===== src/rtl/timer_counter_8bit.sv =====


module timer_counter_8bit #(
  parameter int DATA_WIDTH = 8,
  parameter int ADDR_WIDTH = 3
) (
  input  logic                  pclk,
  input  logic                  preset_n,
  input  logic [3:0]            clk_in,
  input  logic                  psel,
  input  logic                  penable,
  input  logic                  pwrite,
  input  logic [ADDR_WIDTH-1:0] paddr,
  input  logic [DATA_WIDTH-1:0] pwdata,
  output logic [DATA_WIDTH-1:0] prdata,
  output logic                  pready,
  output logic                  pslverr,
  output logic                  TMR_OVF,
  output logic                  TMR_UDF
);

  localparam logic [ADDR_WIDTH-1:0] ADDR_TSR  = ADDR_WIDTH'(1);
  localparam logic [ADDR_WIDTH-1:0] ADDR_TDR  = ADDR_WIDTH'(2);
  localparam logic [ADDR_WIDTH-1:0] ADDR_TCR  = ADDR_WIDTH'(3);
  localparam logic [ADDR_WIDTH-1:0] ADDR_TCNT = ADDR_WIDTH'(4);

  // Only load, direction, enable and cks are implemented in TCR.
  localparam logic [DATA_WIDTH-1:0] TCR_MASK = DATA_WIDTH'(8'hB3);

  localparam int TCR_LOAD = 7;
  localparam int TCR_DIR  = 5;
  localparam int TCR_EN   = 4;

  logic [1:0]            tsr_q, tsr_d;
  logic [DATA_WIDTH-1:0] tdr_q, tdr_d;
  logic [DATA_WIDTH-1:0] tcr_q, tcr_d;
  logic [DATA_WIDTH-1:0] tcnt_q, tcnt_d;
  logic [3:0]            prev_q;

  logic                  access_s;
  logic                  addr_valid_s;
  logic                  err_s;
  logic                  wr_ok_s;
  logic                  wr_tsr_s;
  logic                  wr_tdr_s;
  logic                  wr_tcr_s;
  logic [1:0]            cks_s;
  logic                  tick_s;
  logic                  ovf_set_s;
  logic                  udf_set_s;
  logic [DATA_WIDTH-1:0] rd_s;

  // APB access qualification and address decode.
  always_comb begin
    access_s = psel & penable;
    case (paddr)
      ADDR_TSR, ADDR_TDR, ADDR_TCR, ADDR_TCNT: addr_valid_s = 1'b1;
      default:                                addr_valid_s = 1'b0;
    endcase
    err_s    = access_s & (~addr_valid_s | (pwrite & (paddr == ADDR_TCNT)));
    wr_ok_s  = access_s & pwrite & ~err_s;
    wr_tsr_s = wr_ok_s & (paddr == ADDR_TSR);
    wr_tdr_s = wr_ok_s & (paddr == ADDR_TDR);
    wr_tcr_s = wr_ok_s & (paddr == ADDR_TCR);
  end

  // Edge detect on the selected source; prev tracks all four so switching
  // cks never fabricates a rising edge.
  always_comb begin
    cks_s  = tcr_q[1:0];
    tick_s = clk_in[cks_s] & ~prev_q[cks_s];
  end

  // Counter next state: load beats counting, and a load never touches flags.
  always_comb begin
    tcnt_d    = tcnt_q;
    ovf_set_s = 1'b0;
    udf_set_s = 1'b0;
    if (tcr_q[TCR_LOAD]) begin
      tcnt_d = tdr_q;
    end else if (tcr_q[TCR_EN] && tick_s) begin
      if (tcr_q[TCR_DIR]) begin
        tcnt_d    = tcnt_q - DATA_WIDTH'(1);
        udf_set_s = (tcnt_q == '0);
      end else begin
        tcnt_d    = tcnt_q + DATA_WIDTH'(1);
        ovf_set_s = (tcnt_q == '1);
      end
    end else begin
      tcnt_d = tcnt_q;
    end
  end

  // Register write path; a hardware flag set overrides a same-cycle clear.
  always_comb begin
    tsr_d = tsr_q;
    if (wr_tsr_s) begin
      tsr_d = tsr_q & pwdata[1:0];
    end else begin
      tsr_d = tsr_q;
    end
    if (ovf_set_s) begin
      tsr_d[0] = 1'b1;
    end else begin
      tsr_d[0] = tsr_d[0];
    end
    if (udf_set_s) begin
      tsr_d[1] = 1'b1;
    end else begin
      tsr_d[1] = tsr_d[1];
    end
    tdr_d = wr_tdr_s ? pwdata : tdr_q;
    tcr_d = wr_tcr_s ? (pwdata & TCR_MASK) : tcr_q;
  end

  // State registers with synchronous active-high reset.
  always_ff @(posedge pclk) begin
    if (preset_n) begin
      tsr_q  <= 2'b00;
      tdr_q  <= '0;
      tcr_q  <= '0;
      tcnt_q <= '0;
      prev_q <= 4'b0000;
    end else begin
      tsr_q  <= tsr_d;
      tdr_q  <= tdr_d;
      tcr_q  <= tcr_d;
      tcnt_q <= tcnt_d;
      prev_q <= clk_in;
    end
  end

  // Combinational read mux, active whenever a read is being addressed.
  always_comb begin
    rd_s = '0;
    if (psel && !pwrite) begin
      case (paddr)
        ADDR_TSR:  rd_s = {{(DATA_WIDTH-2){1'b0}}, tsr_q};
        ADDR_TDR:  rd_s = tdr_q;
        ADDR_TCR:  rd_s = tcr_q;
        ADDR_TCNT: rd_s = tcnt_q;
        default:   rd_s = '0;
      endcase
    end else begin
      rd_s = '0;
    end
  end

  assign prdata  = rd_s;
  assign pready  = access_s;
  assign pslverr = err_s;
  assign TMR_OVF = tsr_q[0];
  assign TMR_UDF = tsr_q[1];

endmodule


===== config.mk =====
export PLATFORM = sky130hd
export DESIGN_NAME = timer_counter_8bit
export DESIGN_NICKNAME = d
export VERILOG_FILES = /design/src/rtl/timer_counter_8bit.sv
export SDC_FILE = /design/constraint.sdc
export NUM_CORES = 1
export LEC_CHECK = 0
export ABC_AREA = 1
export BUFFER_PORTS_ARGS = -buffer_cell sky130_fd_sc_hd__buf_4
export CAP_MARGIN = 0
export CORE_ASPECT_RATIO = 1.1
export CORE_MARGIN = 2
export CORE_UTILIZATION = 30
export DETAILED_ROUTE_END_ITERATION = 8
export HOLD_SLACK_MARGIN = 0.1
export PLACE_DENSITY = 0.55
export SLEW_MARGIN = 0
export SYNTH_ARGS = -nofsm -noshare
export SYNTH_HDL_FRONTEND = slang
export SYNTH_SLANG_ARGS = --single-unit
export TNS_END_PERCENT = 50

===== constraint.sdc =====
create_clock -name pclk -period 4.44 [get_ports pclk]
set_input_delay 0.666 -clock pclk [delete_from_list [all_inputs] [get_ports pclk]]
set_output_delay 0.666 -clock pclk [all_outputs]
set_load 0.05 [all_outputs]

==> results.py, run 1 <==
metrics = {
    "synthesis": {
        "synthCells": 264,
        "syn_nets": 291,
        "async_reset_ff_frac": 0,
        "ys_seq_area_frac": 0.309,
        "ys_warn_count": 0,
        "synth-main-ff-cell": "dfxtp_1",
        "synth_top_area_share": 0.309,
        "ys_top_cells_by_area": "dfxtp_1 31%, nand2_1 17%, a21oi_1 6.9%, inv_1 6.7%, nand3_1 5.2%",
        "ys_seq_elements": 27,
        "synth_top_cell_by_area": "dfxtp_1",
        "avgSynthCellArea_um2": 6.63,
        "synth_edf_count": 0,
        "syn_area_mm2": 0.00175,
        "synth_cell_type_count": 31,
    },
    "critical_path": {
        "required_ps": 3770,
        "slowest_delay_ps": 520,
        "ff2ff_setup_slack_ps": 2380,
        "crit_slowest_cell": "nor3_2",
        "crit_type": "in2out",
        "critPathLaunchType": "input pin",
        "rr_endpoint": "tcnt_q[6]",
        "r2r-start": "tcr_q[5]",
        "cp_top_family": "simple AND/OR/NAND/NOR gates",
        "cp_cell_sequence": "buf_4 -> nor3_2 -> nand2_1 -> a21oi_1 -> buf_4",
        "r2r.worst_path.cells": 12,
        "cpMostUsedCell": "buf_4",
        "arrival_ps": 1890,
        "critPathCaptureType": "primary output",
        "crit_fanout": 9,
        "path_buf_inv": 2,
        "crit_start": "paddr[1]",
    },
    "pwr": {
        "power_uw": 445,
        "p_seq_frac": 0.557,
        "p_int_uw": 328,
        "leakage_nw": 0.891,
        "cellPowerDensity_mw_per_mm2": 211,
        "peakVddDrop_mv": 0.195,
        "switchingPower_uw": 117,
        "switching_share": 0.262,
        "clock_power_share": 0.333,
        "p_comb_frac": 0.110,
    },
    "global_route": {
        "grtUsageMet3": 0.0238,
        "gr-usage-met1": 0.203,
        "grt_pass1_wl_mm": 7.99,
        "gr-total-overflow": 0,
        "antenna_found_initial": 0,
        "busiest_layer": "met2",
        "grt_max_degree": 28,
        "grt_usage": 0.152,
        "grt_pass1_vias": 1717,
        "met2_usage": 0.248,
    },
    "floorplanning": {
        "dieArea_mm2": 0.00646,
        "num_rows": 29,
        "die_y_um": 84.1,
        "die_w_um": 76.8,
        "pin_count": 32,
        "start_util": 0.307,
        "core_mm2": 0.00570,
    },
    "timing": {
        "layout_min_cycle_time_ps": 2550,
        "max_slew.worst_pin.slew_ps": 593,
        "relSlewSlack": 0.603,
        "setup_viol": 0,
        "tns_ps": 0,
        "slew_violations": 0,
        "skew_ps": 6.69,
        "fmax_ghz": 0.391,
        "holdWs_ps": 504,
        "hold_viol_final": 0,
        "rsz0062_at_grt": "no",
        "period_share": 0.575,
    },
    "clocking": {
        "clkTransAtPathRegs_ps": 100,
        "postCtsSetupBuffers": 0,
        "clock_sinks": 27,
        "root_buffer": "clkbuf_8",
        "clock_latency_ps": 280,
        "cts_tree": "built",
        "cts_max_path_buffers": 2,
        "htree_levels": 1,
        "cts_resized": 0,
        "numCtsBuffers": 3,
        "hold_buffers": 0,
    },
    "status": {
        "status": "finished, final reports clean",
    },
    "run": {
        "max_cap_viol_count": 0,
    },
    "min_path": {
        "hold_path_end": "tdr_q[3]",
        "hp-class": "reg2reg",
        "min_from": "tdr_q[3]",
        "whs_path_depth": 2,
    },
    "routing": {
        "via_count": 1765,
        "drc_errors": 0,
        "vias_per_cell": 4.76,
        "dr.pass1.iters": 4,
        "postRouteAntennaNets": 0,
        "post_drt_wl_per_cell_um": 12.6,
        "drt_iter0_markers": 75,
        "wl_mm": 4.69,
    },
    "final_layout": {
        "fillerInstances": 653,
        "layout-drive-gt1-share": 0.194,
        "nets": 322,
        "diodes": 0,
        "area_growth_pct": 20.4,
    },
    "placed_design": {
        "hpwl_mm": 3.58,
        "portBuffers": 31,
        "place.gp.congestion": 0.849,
    },
}
-- layout make-up --
| type | count | area (um2) | area share |
|---|---|---|---|
| Multi-Input combinational cell | 194 | 1040 | 0.495 |
| Tap cell | 77 | 96.3 | 0.0458 |
| Inverter | 38 | 145 | 0.0689 |
| Timing Repair Buffer | 31 | 233 | 0.111 |
| Sequential cell | 27 | 541 | 0.257 |
| Clock inverter | 1 | 7.51 | 0.00357 |
| Clock buffer | 3 | 41.3 | 0.0196 |
-- worst max path at each step --
stage	endpoint	depth (start not counted)
after floorplan	prdata[0]	3
after global placement	prdata[5]	5
after detailed placement	prdata[5]	5
after CTS	prdata[5]	5
after global routing	prdata[0]	5
final	prdata[5]	5
-- worst reg2reg max path, cell delays in order, from the launching register on --
cell     delay (ps)
dfxtp_1         590
inv_1           190
fa_1            490
inv_1            70
nand2_1          50
nand2_1         110
nand3_1         100
nand2_1          70
nand2_1          40
nand2_1          60
nor2_1           40
nor2_1          100
nor2_1           40
-- synth_stat cells, drive strengths merged (2+ instances only) --
| master | number |
|---|---|
| nand3 | 22 |
| nand4 | 5 |
| a211oi | 5 |
| nor3 | 3 |
| buf | 2 |
| ha | 6 |
| dfxtp | 27 |
| a21oi | 24 |
| nand2 | 80 |
| inv | 38 |
| nor2 | 27 |
| o21ai | 6 |
| a41oi | 2 |
| clkbuf | 3 |
| nand3b | 4 |
| a22oi | 2 |
-- through the flow --
step	utilization	worst slack (ps)	cells	instance area, um2
finish	0.370	1890	371	2110
global route	0.370	1750	371	2110
CTS	0.370	1890	371	2110
detailed placement	0.361	1900	367	2060
global placement	0.361	1880	367	2060
floorplan	-	1770	264	1750
-- registers in the layout (all words and copies together) (netlist names) --
signal / flops
tcnt_q: 8
tdr_q: 8
tcr_q: 5
prev_q: 4
tsr_q: 2
-- kinds of logic after synthesis --
group	after synthesis	synth area share
buffers and inverters	43	0.0951
xor gates and xnor gates	2	0.0100
DFF	27	0.309
adders and majority gates	7	0.0544
AOI/OAI and AO/OA	42	0.154
and+or+nand+nor	143	0.378
-- placed cells by master (no fill, tap or decap) --
cell,Yosys,routed
a211oi_2,5,5
or2_1,1,1
nor4_1,1,1
xor2_1,1,1
clkbuf_8,0,3
ha_1,6,6
fa_1,1,1
nor3_2,1,1
nor2_4,3,3
clkinvlp_4,0,1
inv_4,1,1
inv_2,6,6
o211ai_1,1,1
nand3b_1,4,4
nand3_2,3,3
nor2_1,24,24
dfxtp_1,27,27
a41oi_1,2,2
nand3_1,18,18
nand2_1,78,78
buf_4,0,31
a21boi_0,1,1
xnor2_1,1,1
a21oi_1,24,24
inv_1,31,31
nand3_4,1,1
nor3_1,2,2
o21ai_0,6,6
a221oi_1,1,1
nand4_1,5,5
a22oi_1,2,2
nand2_2,2,2
-- per-layer routing --
layer  vias to the layer above  wire length (um)  part of all wire
li1                        926                 -                 -
met1                       796              2310              0.49
met3                         6               140             0.030
met5                         -                 0                 0
met2                        37              2180              0.46
met4                         0                64             0.014
-- power groups by stage --
stage	Sequential [mW]	Combinational [mW]	Clock, mW
after global routing	0.248	0.0544	0.163
after global placement	0.253	0.0492	0
after CTS	0.248	0.0494	0.153
after detailed placement	0.253	0.0492	0
after floorplan	0.252	0.0271	0
final	0.248	0.0490	0.148
No activity file was read; power rests on OpenSTA's default activity.
==> inputs of run 2 (changes only) <==
clock period = 2.6 ns   (was 4.44 ns; I/O delays follow)
==> run 2 against run 1 <==
Sequential share of layout area is essentially flat. Routed wire length grew 0.81%. Via count shrank 0.96%. First-iteration DRC count shrank 25%. Final area shrank 0.18%. Sequential cell count is the same. Critical path depth is the same. Register-to-register slack lost 1800 ps. Final cell count is the same. Total power grew 67%. Critical endpoint is now prdata[1]. Largest cell class unchanged. Largest power group unchanged. Highest routed layer unchanged.
==> results.py, run 2 (synthesized netlist as in run 1, its figures left out) <==
metrics = {
    "timing": {
        "rsz0062_at_grt": "no",
        "fmax_ghz": 0.488,
        "slew_violations": 0,
        "skew_ps": 1.38,
        "period_share": 0.789,
        "hold_viol_final": 0,
        "relSlewSlack": 0.585,
        "max_slew.worst_pin.slew_ps": 619,
        "setup_viol": 0,
        "fin_ws_ps": 549,
        "tns_ps": 0,
        "layout_min_cycle_time_ps": 2050,
    },
    "pwr": {
        "peakVddDrop_mv": 0.233,
        "switchingPower_uw": 181,
        "leakage_nw": 0.892,
        "p_seq_frac": 0.570,
        "p_int_uw": 562,
        "clock_power_share": 0.317,
        "p_comb_frac": 0.113,
        "switching_share": 0.244,
        "cellPowerDensity_mw_per_mm2": 353,
    },
    "min_path": {
        "hp-class": "in2reg",
    },
    "global_route": {
        "gr-total-overflow": 0,
        "grt_pass1_vias": 1729,
        "grt_pass1_wl_mm": 7.98,
        "grt_max_degree": 28,
        "antenna_found_initial": 0,
        "grt_usage": 0.155,
    },
    "routing": {
        "postRouteAntennaNets": 0,
        "post_drt_wl_per_cell_um": 12.7,
        "vias_per_cell": 4.71,
        "met3WireLength_um": 150,
        "met1Wirelength_mm": 2.24,
        "wl_met2_mm": 2.24,
        "drt_iter0_markers": 56,
        "drc_errors": 0,
        "wl_mm": 4.73,
        "dr.pass1.iters": 4,
        "via_count": 1748,
        "top_layer": "met4",
    },
    "final_layout": {
        "final_common_cell": "nand2_1",
        "area_growth_pct": 20.2,
        "fillerInstances": 635,
        "reg.largest.list": "tcnt_q: 8 flops, tdr_q: 8 flops, tcr_q: 5 flops",
        "layout-drive-gt1-share": 0.190,
        "nets": 322,
        "diodes": 0,
        "multi_input_area_mm2": 0.00104,
        "final_core_util": 0.369,
        "layout.cells.most_common_list": "78 x nand2_1, 31 x inv_1, 31 x buf_4",
        "regArea_um2": 541,
    },
    "status": {
        "status": "finished, final reports clean",
    },
    "floorplanning": {
        "pin_count": 32,
        "die_w_um": 76.8,
        "dieArea_mm2": 0.00646,
        "die_y_um": 84.1,
        "start_util": 0.307,
        "core_mm2": 0.00570,
        "num_rows": 29,
    },
    "critical_path": {
        "cpMostUsedCell": "buf_4",
        "crit_fanout": 9,
        "crit_slowest_cell": "nor3_2",
        "crit_type": "in2out",
        "critPathLaunchType": "input pin",
        "ff2ff_setup_slack_ps": 620,
        "cp_cell_sequence": "buf_4 -> nor3_2 -> nand2_1 -> a41oi_1 -> buf_4",
        "critPathCaptureType": "primary output",
        "required_ps": 2210,
        "slowest_delay_ps": 540,
        "arrival_ps": 1660,
    },
    "placed_design": {
        "place.gp.congestion": 0.833,
        "place_ws_ps": 556,
        "hpwl_mm": 3.65,
        "portBuffers": 31,
    },
    "clocking": {
        "clkTransAtPathRegs_ps": 90,
        "numCtsBuffers": 3,
        "postCtsSetupBuffers": 0,
        "cts_resized": 0,
        "cts_tree": "built",
        "htree_levels": 1,
        "root_buffer": "clkbuf_8",
        "clock_sinks": 27,
        "hold_buffers": 0,
        "clock_latency_ps": 270,
        "cts_max_path_buffers": 2,
    },
    "run": {
        "max_cap_viol_count": 0,
    },
}
[run 2: cell count changes in the layout (fill, tap and decap cells not counted), sizes merged]
cell / before / now
clkbuf: 3 / 4
clkinvlp: 1 / 0
[run 2: final timing paths]
path / from / to / depth (start not counted)
max reg2reg: tcr_q[5] / tcnt_q[6] / 12
min reg2reg: tdr_q[3] / tdr_q[3] / 2
max: paddr[1] / prdata[1] / 5
min: clk_in[2] / prev_q[2] / 3
[run 2: metrics by stage]
step	hold WS [ps]	power, mW	std cells	instance area [um2]
2_1_floorplan	454	0.477	264	1750
3_3_place_gp	476	0.517	367	2060
3_5_place_dp	485	0.517	367	2060
4_1_cts	330	0.751	371	2100
5_1_grt	339	0.781	371	2100
6_report	330	0.743	371	2100
[run 2: area by class of cell]
| cell class | instances | area share |
|---|---|---|
| clock buffer | 4 | 0.0214 |
| tap | 77 | 0.0458 |
| sequential | 27 | 0.257 |
| inverter | 38 | 0.0690 |
| timing repair buffer | 31 | 0.111 |
| multi-input combinational | 194 | 0.496 |
[run 2: layer usage]
metal  track usage  vias to the layer above
met5             0                        -
met2         0.250                       32
met1         0.209                      790
met4        0.0595                        0
met3        0.0206                        9
li1              -                      917
[run 2: worst max-delay path, delay by kind of cell]
family,cells,cell delay [ps]
AND/OR/NAND/NOR,2,690
AO/OA/AOI/OAI,1,220
buffers and inverters,2,370
[run 2: power by group through the flow]
| stage | Clock (mW) | Sequential, mW | Combinational, mW |
|---|---|---|---|
| after global placement | 0 | 0.433 | 0.0843 |
| after detailed placement | 0 | 0.433 | 0.0845 |
| after global routing | 0.264 | 0.424 | 0.0928 |
| after floorplan | 0 | 0.431 | 0.0463 |
| final | 0.236 | 0.423 | 0.0840 |
| after CTS | 0.243 | 0.423 | 0.0850 |
==> inputs of run 3 (changes only) <==
ABC_AREA = 0   (was 1)
PLACE_DENSITY = 0.57   (was 0.55)
clock period = 1.7 ns   (was 2.6 ns; I/O delays follow)
==> run 3 against run 2 <==
The run now ends with setup timing left. Non-clock buffer count is 30 higher. Clock power is 56% higher. Synthesized cell count is 24% lower. Utilization is 7.9 points higher. Largest cell class unchanged.
==> results.py, run 3 <==
metrics = {
    "floorplanning": {
        "die_w_um": 75.0,
        "start_util": 0.310,
        "core_mm2": 0.00536,
        "dieArea_mm2": 0.00616,
        "die_y_um": 82.1,
        "num_rows": 28,
        "pin_count": 32,
    },
    "routing": {
        "postRouteAntennaNets": 0,
        "drt_iter0_markers": 59,
        "dr.pass1.iters": 4,
        "wl_mm": 4.57,
        "via_count": 1634,
        "vias_per_cell": 4.92,
        "drc_errors": 0,
        "post_drt_wl_per_cell_um": 13.8,
    },
    "placed_design": {
        "place_ws_ps": -188,
        "hpwl_mm": 3.55,
        "portBuffers": 31,
        "place.gp.congestion": 0.809,
        "dp_cells": 324,
    },
    "global_route": {
        "grt_pass1_vias": 1538,
        "grt_pass1_wl_mm": 7.52,
        "gr-total-overflow": 0,
        "grt_usage": 0.159,
        "grt_max_degree": 30,
        "antenna_found_initial": 0,
    },
    "critical_path": {
        "crit_fanout": 7,
        "required_ps": 1860,
        "arrival_ps": 2060,
        "crit_type": "reg2reg",
        "critPathCaptureType": "flop",
        "crit_slowest_cell": "dfxtp_4",
        "cp_cell_sequence": "ha_4 -> o211ai_1 -> o21ai_2 -> or3_1 -> a211oi_2 -> xnor2_1 -> o22ai_2",
        "critPathLaunchType": "flop",
        "slowest_delay_ps": 430,
        "ff2ff_setup_slack_ps": -200,
    },
    "synthesis": {
        "ys_seq_area_frac": 0.325,
        "synth_top_cell_by_area": "dfxtp_1",
        "ys_warn_count": 0,
        "syn_area_mm2": 0.00166,
        "synth_top_area_share": 0.325,
        "syn_nets": 228,
        "synth-main-ff-cell": "dfxtp_1",
        "async_reset_ff_frac": 0,
        "ys_top_cells_by_area": "dfxtp_1 33%, mux2i_1 11%, nor2_1 8.6%, ha_1 4.5%, a21oi_1 4.2%",
        "synth_edf_count": 0,
        "synth_xor_area_frac": 0.0263,
        "synthMuxAreaShare": 0.115,
        "synthCells": 201,
        "synth_cell_type_count": 46,
        "synth_top_family_by_area": "simple AND/OR/NAND/NOR gates",
        "synth-simple-area-share": 0.251,
        "avgSynthCellArea_um2": 8.27,
        "ys_seq_elements": 27,
        "synthAdderAreaFrac": 0.0572,
        "synth_compound_area_frac": 0.184,
        "ys_top_cells_by_count": "38 x nor2_1, 27 x dfxtp_1, 18 x mux2i_1",
        "yosys.cell_count.top_type": "nor2_1",
    },
    "timing": {
        "max_slew.worst_pin.slew_ps": 483,
        "skew_ps": 2.42,
        "period_share": 1.12,
        "relSlewSlack": 0.677,
        "hold_viol_final": 0,
        "setup_viol": 5,
        "layout_min_cycle_time_ps": 1900,
        "rsz0062_at_grt": "yes",
        "slew_violations": 0,
        "fmax_ghz": 0.527,
        "fin_ws_ps": -196,
        "holdWs_ps": 197,
    },
    "clocking": {
        "clock_sinks": 27,
        "htree_levels": 1,
        "root_buffer": "clkbuf_8",
        "clock_latency_ps": 270,
        "cts_max_path_buffers": 2,
        "cts_tree": "built",
        "clkTransAtPathRegs_ps": 90,
        "numCtsBuffers": 3,
        "hold_buffers": 0,
    },
    "final_layout": {
        "stdcell_count": 332,
        "area_growth_pct": 44.5,
        "layout-drive-gt1-share": 0.393,
        "final_common_cell": "buf_4",
        "layout.cells.most_common_list": "57 x buf_4, 31 x nor2_1, 25 x dfxtp_1",
        "diodes": 0,
        "reg.largest.list": "tcnt_q: 8 flops, tdr_q: 8 flops, tcr_q: 5 flops",
        "nets": 285,
    },
    "pwr": {
        "leakage_nw": 0.960,
        "cellPowerDensity_mw_per_mm2": 483,
        "peakVddDrop_mv": 0.301,
    },
    "status": {
        "failed_checks": "setup timing",
        "status": "finished, violations left",
    },
    "run": {
        "max_cap_viol_count": 0,
    },
    "min_path": {
        "hp-class": "in2reg",
    },
}
run 3: metal layers:
| layer | up-vias | GRT usage | wire [um] |
|---|---|---|---|
| li1 | 827 | - | - |
| met1 | 762 | 0.222 | 2090 |
| met2 | 39 | 0.253 | 2230 |
| met3 | 6 | 0.0172 | 182 |
| met4 | 0 | 0.0536 | 69 |
| met5 | - | 0 | 0 |
run 3: what timing repair did:
action / 4_1_cts / 5_1_grt
buffers inserted: 3 / 1
endpoints found under the setup margin: 6 / 12
pin swaps: 8 / 7
gates resized for setup: 10 / 7
run 3: cells by family (layout without fill, tap and decap cells):
family,count (synthesis),count (layout)
AOI/OAI and AO/OA,43,43
xor gates and xnor gates,5,5
adders and majority gates,7,7
buffers and inverters,15,71
DFF,27,27
muxes,19,19
and+or+nand+nor,85,85
run 3: layout make-up:
cell class	instances	area, um2
fill	556	2960
multi-input combinational	159	1210
sequential	27	546
timing repair buffer	61	482
tap	75	93.8
clock buffer	3	41.3
inverter	6	22.5
clock inverter	1	5.00
run 3: path summary, 6_finish.rpt:
check,cells after the start,to,start
worst max-delay path,7,tcnt_q[7],tcr_q[5]
worst min register to register,2,tcnt_q[0],tdr_q[0]
worst max register to register,7,tcnt_q[7],tcr_q[5]
worst min-delay path,2,prev_q[2],clk_in[2]
run 3: stage by stage:
stage / power (mW) / setup TNS (ps) / instance area (um2) / util
CTS: 1.17 / -492 / 2370 / 0.442
detailed placement: 0.804 / -524 / 2260 / 0.421
global placement: 0.804 / -374 / 2260 / 0.421
finish: 1.16 / -504 / 2400 / 0.448
floorplan: 0.737 / -273 / 1770 / -
global route: 1.21 / -1080 / 2400 / 0.448
run 3: critical path, delay by kind of cell, from the launching register on:
kind,cells,cell delay (ps)
adder cells (fa/ha/maj),1,220
flip-flops,1,430
AND/OR/NAND/NOR,1,320
XOR/XNOR,1,160
AO/OA/AOI/OAI,4,650
run 3: power by group:
group          leakage [nW]  switching, mW  internal, mW
Clock                0.0255          0.204         0.164
Sequential            0.220        0.00486         0.639
Combinational         0.714         0.0803        0.0688
Total                 0.960          0.289         0.872
